`config.mk`:
```
export PLATFORM = sky130hd
export DESIGN_NAME = reg_writeback
export DESIGN_NICKNAME = d
export VERILOG_FILES = /design/src/rtl/reg_writeback.sv
export SDC_FILE = /design/constraint.sdc
export NUM_CORES = 1
export LEC_CHECK = 0
export BUFFER_PORTS_ARGS = -buffer_cell sky130_fd_sc_hd__buf_4
export CORE_MARGIN = 4
export CORE_UTILIZATION = 30
export CTS_CLUSTER_DIAMETER = 100
export DETAILED_ROUTE_END_ITERATION = 8
export GPL_ROUTABILITY_DRIVEN = 0
export MAX_ROUTING_LAYER = met4
export PLACE_DENSITY_LB_ADDON = 0.12
export RECOVER_POWER = 25
export SLEW_MARGIN = 20
export SYNTH_ARGS = -nofsm -noshare
export SYNTH_HDL_FRONTEND = slang
export SYNTH_SLANG_ARGS = --single-unit
```
`constraint.sdc`:
```
create_clock -name clk -period 7.1 [get_ports clk]
set_clock_uncertainty 0.1 [all_clocks]
set_input_delay 1.065 -clock clk [delete_from_list [all_inputs] [get_ports clk]]
set_output_delay 1.065 -clock clk [all_outputs]
set_load 0.01 [all_outputs]
```
`src/rtl/reg_writeback.sv`:
```
// Writeback stage: merges ALU and queued load results onto the single
// register-file write port and tracks pending writes for decode hazards.
module reg_writeback #(
    parameter int NREGS    = 16,
    parameter int AW       = 4,
    parameter int DW       = 32,
    parameter int LQ_DEPTH = 2
) (
    input  logic             clk,
    input  logic             rst,
    input  logic             issue_valid,
    input  logic [AW-1:0]    issue_rd,
    input  logic [AW-1:0]    chk_rs1,
    input  logic [AW-1:0]    chk_rs2,
    input  logic [AW-1:0]    chk_rd,
    output logic             hazard,
    output logic [NREGS-1:0] busy,
    input  logic             alu_valid,
    output logic             alu_ready,
    input  logic [AW-1:0]    alu_rd,
    input  logic [DW-1:0]    alu_data,
    input  logic             mem_valid,
    output logic             mem_ready,
    input  logic [AW-1:0]    mem_rd,
    input  logic [DW-1:0]    mem_data,
    output logic [AW-1:0]    rf_rd,
    output logic [DW-1:0]    rf_write_data,
    output logic             rf_reg_write
);

    localparam int PW = (LQ_DEPTH > 1) ? $clog2(LQ_DEPTH) : 1;
    localparam int CW = $clog2(LQ_DEPTH + 1);
    localparam logic [CW-1:0] FULL = CW'(LQ_DEPTH);

    logic [AW-1:0]    r_lq_rd   [LQ_DEPTH];
    logic [DW-1:0]    r_lq_data [LQ_DEPTH];
    logic [PW-1:0]    r_head;
    logic [PW-1:0]    r_tail;
    logic [CW-1:0]    r_count;
    logic [NREGS-1:0] r_busy;
    logic [AW-1:0]    r_rf_rd;
    logic [DW-1:0]    r_rf_data;
    logic             r_rf_we;

    logic             w_full;
    logic             w_empty;
    logic             w_sel_lq;
    logic             w_sel_alu;
    logic             w_win;
    logic [AW-1:0]    w_wr_rd;
    logic [DW-1:0]    w_wr_data;
    logic             w_push;
    logic             w_pop;
    logic [NREGS-1:0] w_busy_nxt;

    assign w_full  = (r_count == FULL);
    assign w_empty = (r_count == '0);

    // Ready looks only at the current count: a full queue never accepts,
    // even while its head is being drained this cycle.
    assign mem_ready = !rst && !w_full;
    assign alu_ready = !rst && !w_full;

    // A full queue outranks the ALU so loads cannot be starved.
    assign w_sel_lq  = w_full || (!alu_valid && !w_empty);
    assign w_sel_alu = !w_full && alu_valid;
    assign w_win     = w_sel_lq || w_sel_alu;
    assign w_wr_rd   = w_sel_lq ? r_lq_rd[r_head]   : alu_rd;
    assign w_wr_data = w_sel_lq ? r_lq_data[r_head] : alu_data;

    assign w_push = mem_valid && mem_ready;
    assign w_pop  = w_sel_lq;

    always_ff @(posedge clk) begin
        if (w_push) begin
            r_lq_rd[r_tail]   <= mem_rd;
            r_lq_data[r_tail] <= mem_data;
        end
    end

    always_ff @(posedge clk) begin
        if (rst) begin
            r_head  <= '0;
            r_tail  <= '0;
            r_count <= '0;
        end else begin
            if (w_push) r_tail <= r_tail + 1'b1;
            if (w_pop)  r_head <= r_head + 1'b1;
            r_count <= r_count + CW'(w_push) - CW'(w_pop);
        end
    end

    always_ff @(posedge clk) begin
        if (rst) begin
            r_rf_we   <= 1'b0;
            r_rf_rd   <= '0;
            r_rf_data <= '0;
        end else begin
            r_rf_we <= w_win && (w_wr_rd != '0);
            if (w_win) begin
                r_rf_rd   <= w_wr_rd;
                r_rf_data <= w_wr_data;
            end
        end
    end

    // A re-issue in the same cycle as the retiring write keeps the bit set.
    always_comb begin
        w_busy_nxt = r_busy;
        for (int i = 1; i < NREGS; i++) begin
            if (issue_valid && issue_rd == AW'(i))
                w_busy_nxt[i] = 1'b1;
            else if (r_rf_we && r_rf_rd == AW'(i))
                w_busy_nxt[i] = 1'b0;
        end
        w_busy_nxt[0] = 1'b0;
    end

    always_ff @(posedge clk) begin
        if (rst) r_busy <= '0;
        else     r_busy <= w_busy_nxt;
    end

    assign hazard = ((chk_rs1 != '0) && r_busy[chk_rs1])
                 || ((chk_rs2 != '0) && r_busy[chk_rs2])
                 || ((chk_rd  != '0) && r_busy[chk_rd]);

    assign busy          = r_busy;
    assign rf_rd         = r_rf_rd;
    assign rf_write_data = r_rf_data;
    assign rf_reg_write  = r_rf_we;

endmodule

```
==> summary.log, run 1 <==
qor: floorplanning.die_w 142 um
qor: sta.worst_slew_margin_rel 30.0%
qor: grt.grt_overflow 0
qor: critical_path.timing.critical_path.arrival 2.42 ns
qor: placed_design.port-buffer-count 147
qor: synthesis.biggest_area_contributors_in_the_synthesized_netlist edfxtp_1, dfxtp_1, a21oi_1, mux2_2, mux2i_1
qor: grt.grt_start_max_net_pins 60
qor: detailed_routing.drt-total-wl 14.3 mm
qor: synthesis.synthArstFlopShare 0%
qor: cts.tritoncts_sinks 129
qor: flow_run.cap_viol_max_count 0
qor: sta.worst_hold_slack_across_all_endpoints 0.350 ns
qor: pwr.power_switching 0.000678 W
qor: sta.max_slew.worst_pin.slew 1.05 ns
qor: detailed_routing.route.detailed.vias_per_inst 4.91
qor: floorplanning.die_height 142 um
qor: pwr.power_internal 0.00165 W
qor: synthesis.synth_area 0.00541 mm2
qor: critical_path.crit_path_max_fanout 5
qor: synthesis.synthesis.instances 447
qor: floorplanning.die-area 0.0202 mm2
qor: cts.cts.repair.resized 0
qor: synthesis.synth_top_area_share 40.0%
qor: run_status.outcome complete, no violations
qor: critical_path.reg2reg_slack 4.40 ns
qor: cts.cts_post_setup_buffers_inserted 0
qor: cts.cts_buffers 17
qor: sta.final_min_period_over_clock_period 50.5%
qor: floorplanning.top_level_ports 149
qor: detailed_routing.drc 0
qor: synthesis.syn_nets 542
qor: layout.finalNetCount 680
qor: grt.grt_util_met1 17.8%
qor: layout.antenna-diode-count 0
qor: sta.timing.final.crit_period 3.59 ns
qor: pwr.switching_share 29.1%
qor: placed_design.pre_cts_slack 3.52 ns
qor: grt.grt_pass1_vias 4,105
qor: pwr.clockPowerShare 33.5%
qor: critical_path.path_class primary input to output pin
qor: synthesis.seq_total_area_yosys 61.1%
qor: sta.finalWorstSetupSlack 3.51 ns
qor: detailed_routing.via_count 4,038
qor: pwr.power_density_over_the_cells 325 mW/mm2
qor: cts.post_cts_hold_buffer_count 0
qor: synthesis.library_cell_occupying_the_most_area_in_the_post_synthesis_netlist edfxtp_1
qor: sta.finalHoldViolCount 0
qor: cts.cts.htree.levels 4
qor: worst_hold_path.worst_hold_path_type flop to flop
qor: sta.slew_violations 0
qor: placed_design.detailed_place_hpwl 9.75 mm
qor: critical_path.endpoint_kind output pin
qor: cts.clockRootBuffer clkbuf_16
qor: grt.grt.met2_usage 23.0%
qor: detailed_routing.first_iter_violations 194
qor: pwr.power_frac_seq 42.0%
qor: synthesis.post_synth.cell_area_avg 12.1 um2
qor: synthesis.ys_types 44
qor: synthesis.post-synth-top-count-cell edfxtp_1
qor: synthesis.yosysWarnings 0
qor: grt.gr-max-usage-layer met2
qor: sta.max_freq 0.279 GHz
qor: grt.track_usage 14.6%
qor: layout.fraction_of_final_layout_cells_sized_beyond_drive_strength_1 33.1%
qor: detailed_routing.detail_route.wl_per_cell 17.4 um
qor: pwr.ir_worst_vdd 162 uV
qor: layout.finalCoreUtilization 41.0%
qor: sta.finalSetupViolations 0
qor: floorplanning.initial_core_util 30.9%
qor: cts.clkSlewWorstSetupHoldPaths 0.05 ns
qor: layout.areaGrowthSynthToFinish 32.4%
qor: layout.finish.cell_count_without_fillers 823
qor: synthesis.synth_seq_cells 129
qor: floorplanning.fp.coreArea 0.0175 mm2
qor: critical_path.cp_data_required_time 5.93 ns
qor: critical_path.setup.worst_path.start_class primary input
qor: sta.rsz0062_at_grt false
qor: detailed_routing.detail_route.first_pass.iterations 5
qor: grt.grt_antenna_before_repair 0
qor: cts.insertion_delay 0.40 ns
qor: synthesis.postSynth.topFlopCell edfxtp_1
qor: grt.grt_use_met3 4.84%
qor: grt.grt_pass1_wl 22.0 mm
qor: synthesis.synth_top_cells_by_count edfxtp_1, a21oi_1, dfxtp_1
qor: detailed_routing.ant_nets 0
qor: pwr.leakage_power 2.70 nW
qor: synthesis.synth-edff-count 72
qor: cts.tritoncts_clock_tree built
qor: cts.cts_buffer_depth 2
qor: floorplanning.placement_rows 48
qor: sta.fin_setup_tns 0 ns
qor: placed_design.placed_cells_incl_taps 791
qor: pwr.power.combinational.fraction 24.5%
-- registers in the layout, indices dropped and copies added, names as in the netlist, named ones only --
name and flops:
r_tail 1, r_lq_data 64, rf_write_data 32, r_head 1
rf_reg_write 1, rf_rd 4, r_count 2, r_lq_rd 8
busy 15
-- stage by stage --
stage          area (um2)  power [W]
3_5_place_dp         6670    0.00158
6_report             7160    0.00233
5_1_grt              7160    0.00246
4_1_cts              7190    0.00237
2_1_floorplan        5410    0.00135
3_3_place_gp         6670    0.00157
-- critical path: stages --
cell and delay, ns:
buf_4 0.13, mux4_2 0.48, and3_1 0.20, nor4_1 0.26, nand4_1 0.13, buf_4 0.16
-- layout by cell type, fill, tap and decap left out, types with 2 or more instances in the layout --
master,Yosys,routed
mux4_2,5,5
nor2_4,0,2
clkbuf_4,0,24
o211ai_1,11,11
clkinvlp_4,0,2
inv_1,3,3
mux2_2,23,23
ha_1,2,2
and3_1,3,2
o21ai_0,15,15
nor2_1,11,9
edfxtp_1,72,72
nor2b_1,4,4
mux4_1,2,2
and3b_1,2,2
buf_4,2,115
clkbuf_1,10,16
nor3b_1,5,5
clkbuf_16,0,17
a22oi_1,21,21
nand3b_1,5,5
nand2_1,51,51
clkinv_2,0,2
nand3_1,16,16
clkinv_1,0,2
a21oi_1,61,61
o22ai_1,2,2
a211o_1,4,4
dfxtp_1,57,56
xor2_1,2,2
or3b_2,2,2
xnor2_1,2,2
nand2b_1,4,4
mux2i_1,20,20
-- cell families (layout without fill, tap and decap cells) --
group / count (synthesis) / count (layout) / share of synthesized area [%]
other cells: 1 / 1 / 0.0693
simple gates: 111 / 111 / 10.1
mux: 50 / 50 / 11.5
compound gates: 118 / 118 / 13.1
buf+inv: 32 / 183 / 3.03
xor+xnor: 4 / 4 / 0.648
flops: 129 / 129 / 61.1
fa+ha+maj: 2 / 2 / 0.463
-- power by group through the flow --
| stage | Combinational, W | Sequential, W | Clock (W) |
|---|---|---|---|
| 3_5_place_dp | 0.000586 | 0.000994 | 0 |
| 2_1_floorplan | 0.000374 | 0.000978 | 0 |
| 3_3_place_gp | 0.000576 | 0.000990 | 0 |
| 5_1_grt | 0.000635 | 0.000991 | 0.000833 |
| 6_report | 0.000570 | 0.000976 | 0.000780 |
| 4_1_cts | 0.000587 | 0.000979 | 0.000804 |
-- cell type report --
cell class,instances,area (um2)
timing repair buffer,148,1080
clock buffer,25,465
inverter,3,11.3
sequential,129,3300
clock inverter,7,62.6
fill,1712,10300
tap,225,282
multi-input combinational,286,1960
-- final timing paths --
kind,cells after the start,endpoint,startpoint
setup reg to reg,8,r_count[1]$_SDFF_PP0_,r_count[1]$_SDFF_PP0_
hold reg to reg,2,rf_write_data[31]$_SDFFE_PP0P_,rf_write_data[31]$_SDFFE_PP0P_
hold / removal,2,rf_write_data[31]$_SDFFE_PP0P_,rf_write_data[31]$_SDFFE_PP0P_
setup / recovery,6,hazard,chk_rs1[0]
-- layer usage --
metal | share of wire (%) | vias to the layer above
li1 | - | 1948
met1 | 44 | 1940
met2 | 48 | 135
met3 | 7.1 | 15
met4 | 1.1 | 0
met5 | 0 | -
(Power assumes the default switching activity.)
==> run 2, diff against run 1 <==
==> constraint.sdc (replaced) <==
create_clock -name clk -period 3.7 [get_ports clk]
set_clock_uncertainty 0.1 [all_clocks]
set_input_delay 0.555 -clock clk [delete_from_list [all_inputs] [get_ports clk]]
set_output_delay 0.555 -clock clk [all_outputs]
set_load 0.01 [all_outputs]
==> run 2 against run 1 <==
Critical endpoint unchanged. Critical path depth down 1. Count of clock-buffer cells in the layout up 2. Largest cell class unchanged. Sequential power up 92%. Via count down 1.1%. Worst hold slack worse by 0.11 ns. Final area about the same. Non-clock buffer count unchanged. Sequential share of layout area about the same. Global-route usage up 0.11 points.
==> summary.log, run 2 (synthesis gave the netlist of run 1 again) <==
qor: grt.grt_use_met3 3.70%
qor: cts.cts_buffers 17
qor: detailed_routing.drc 0
qor: critical_path.crit_path_max_fanout 5
qor: cts.post_cts_hold_buffer_count 0
qor: grt.grt_start_max_net_pins 60
qor: run_status.outcome complete, no violations
qor: layout.fraction_of_final_layout_cells_sized_beyond_drive_strength_1 31.9%
qor: critical_path.cp-startpoint busy[14]$_SDFFE_PP0P_
qor: sta.max_slew.worst_pin.slew 1.02 ns
qor: critical_path.endpoint_kind output pin
qor: cts.cts.htree.levels 4
qor: cts.clkSlewWorstSetupHoldPaths 0.05 ns
qor: layout.antenna-diode-count 0
qor: sta.final_min_period_over_clock_period 71.9%
qor: placed_design.port-buffer-count 147
qor: critical_path.worstRegToRegCells 8
qor: grt.grt_pass1_wl 22.0 mm
qor: pwr.power_internal 0.00324 W
qor: cts.cts_post_setup_buffers_inserted 0
qor: layout.layout_common_cells buf_4, edfxtp_1, a21oi_1
qor: floorplanning.die-area 0.0202 mm2
qor: detailed_routing.via_count 3,994
qor: cts.cts.repair.resized 0
qor: pwr.power_frac_seq 41.1%
qor: layout.finalCoreUtilization 40.9%
qor: floorplanning.top_level_ports 149
qor: sta.slew_violations 0
qor: critical_path.reg_to_reg_start r_count[1]$_SDFF_PP0_
qor: layout.largest_register_ffs 64
qor: grt.grt_antenna_before_repair 0
qor: sta.max_freq 0.376 GHz
qor: critical_path.critPathSlowestCell mux4_2
qor: pwr.leakage_power 2.69 nW
qor: cts.cts_buffer_depth 2
qor: sta.worst_hold_slack_across_all_endpoints 0.240 ns
qor: critical_path.critical_path.cell_chain mux4_2, and3_1, nor4_1, nand4_1, buf_4
qor: pwr.switching_share 28.8%
qor: critical_path.timing.critical_path.arrival 2.00 ns
qor: pwr.power_switching 0.00131 W
qor: cts.tritoncts_sinks 129
qor: worst_hold_path.timing.hold.worst_path_depth 1
qor: grt.track_usage 14.7%
qor: critical_path.bufs_and_invs_on_worst_path 1
qor: pwr.ir_worst_vdd 425 uV
qor: pwr.power.combinational.fraction 24.2%
qor: grt.gr-max-usage-layer met2
qor: critical_path.setup.worst_path.start_class flop
qor: placed_design.detailed_place_hpwl 9.98 mm
qor: detailed_routing.ant_nets 0
qor: detailed_routing.detail_route.wl_per_cell 17.5 um
qor: layout.registers.top_by_ff_count r_lq_data
qor: worst_hold_path.worst_hold_path_type primary input to flop
qor: detailed_routing.drt-total-wl 14.4 mm
qor: pwr.clockPowerShare 34.7%
qor: detailed_routing.first_iter_violations 248
qor: floorplanning.fp.coreArea 0.0175 mm2
qor: sta.worst_slew_margin_rel 31.9%
qor: floorplanning.placement_rows 48
qor: layout.finalNetCount 680
qor: sta.finalHoldViolCount 0
qor: detailed_routing.detail_route.first_pass.iterations 5
qor: grt.grt_overflow 0
qor: critical_path.cp_data_required_time 3.04 ns
qor: critical_path.critical-path-top-delay-family simple AND/OR/NAND/NOR gates
qor: layout.areaGrowthSynthToFinish 32.3%
qor: sta.finalSetupViolations 0
qor: worst_hold_path.whs_endpoint r_lq_data[1][15]$_DFFE_PP_
qor: cts.tritoncts_clock_tree built
qor: worst_hold_path.holdCritStartpoint mem_data[15]
qor: sta.rsz0062_at_grt false
qor: pwr.power_density_over_the_cells 635 mW/mm2
qor: grt.grt.met2_usage 22.4%
qor: critical_path.max_stage_delay 0.49 ns
qor: sta.timing.final.crit_period 2.66 ns
qor: critical_path.path_class flop to output pin
qor: floorplanning.die_w 142 um
qor: sta.fin_setup_tns 0 ns
qor: flow_run.cap_viol_max_count 0
qor: layout.layout_commonest_cell buf_4
qor: detailed_routing.route.detailed.vias_per_inst 4.85
qor: floorplanning.initial_core_util 30.9%
qor: cts.insertion_delay 0.41 ns
qor: critical_path.crit-reg2reg-capture r_count[1]$_SDFF_PP0_
qor: critical_path.reg2reg_slack 1.07 ns
qor: floorplanning.die_height 142 um
qor: cts.clockRootBuffer clkbuf_16
qor: grt.grt_pass1_vias 4,026
qor: grt.grt_util_met1 19.1%
[run 2: cell count changes in the layout (fill, tap and decap cells not counted), sizes merged]
cell      delta
clkinvlp     -1
clkinv       -1
buf          +1
clkbuf       +1
[run 2: final cells by class]
type / instances / area [um2]
Tap cell: 225 / 282
Clock buffer: 27 / 513
Multi-Input combinational cell: 286 / 1960
Clock inverter: 5 / 52.6
Inverter: 3 / 11.3
Timing Repair Buffer: 148 / 1040
Fill cell: 1711 / 10300
Sequential cell: 129 / 3300
[run 2: worst max-delay path by stage]
stage                           endpoint  depth (start not counted)  slack, ns
6_report                          hazard                          5       1.04
5_1_grt            r_count[1]$_SDFF_PP0_                          8       0.87
4_1_cts                           hazard                          5       1.01
3_5_place_dp       r_count[1]$_SDFF_PP0_                          9       0.87
3_3_place_gp       r_count[1]$_SDFF_PP0_                          9       0.98
2_1_floorplan  r_lq_data[0][0]$_DFFE_PP_                          2       0.87
[run 2: stage by stage]
step / area (um2) / total power (W) / std cells / setup slack [ns]
after floorplan: 5410 / 0.00259 / 447 / 0.874
after global placement: 6670 / 0.00301 / 791 / 0.979
after detailed placement: 6670 / 0.00303 / 791 / 0.869
after CTS: 7230 / 0.00463 / 823 / 1.01
after global routing: 7160 / 0.00480 / 823 / 0.871
final: 7160 / 0.00455 / 823 / 1.04
[run 2: power groups by stage]
stage | sequential (W) | clock, W | combinational [W]
2_1_floorplan | 0.00188 | 0 | 0.000718
3_5_place_dp | 0.00190 | 0 | 0.00113
5_1_grt | 0.00190 | 0.00168 | 0.00122
6_report | 0.00187 | 0.00158 | 0.00110
3_3_place_gp | 0.00190 | 0 | 0.00112
4_1_cts | 0.00188 | 0.00162 | 0.00114
[run 2: layer usage]
layer / up-vias / share of wire (%)
met5: - / 0
met4: 0 / 0.83
met3: 10 / 6.1
met2: 140 / 47
met1: 1892 / 46
li1: 1952 / -
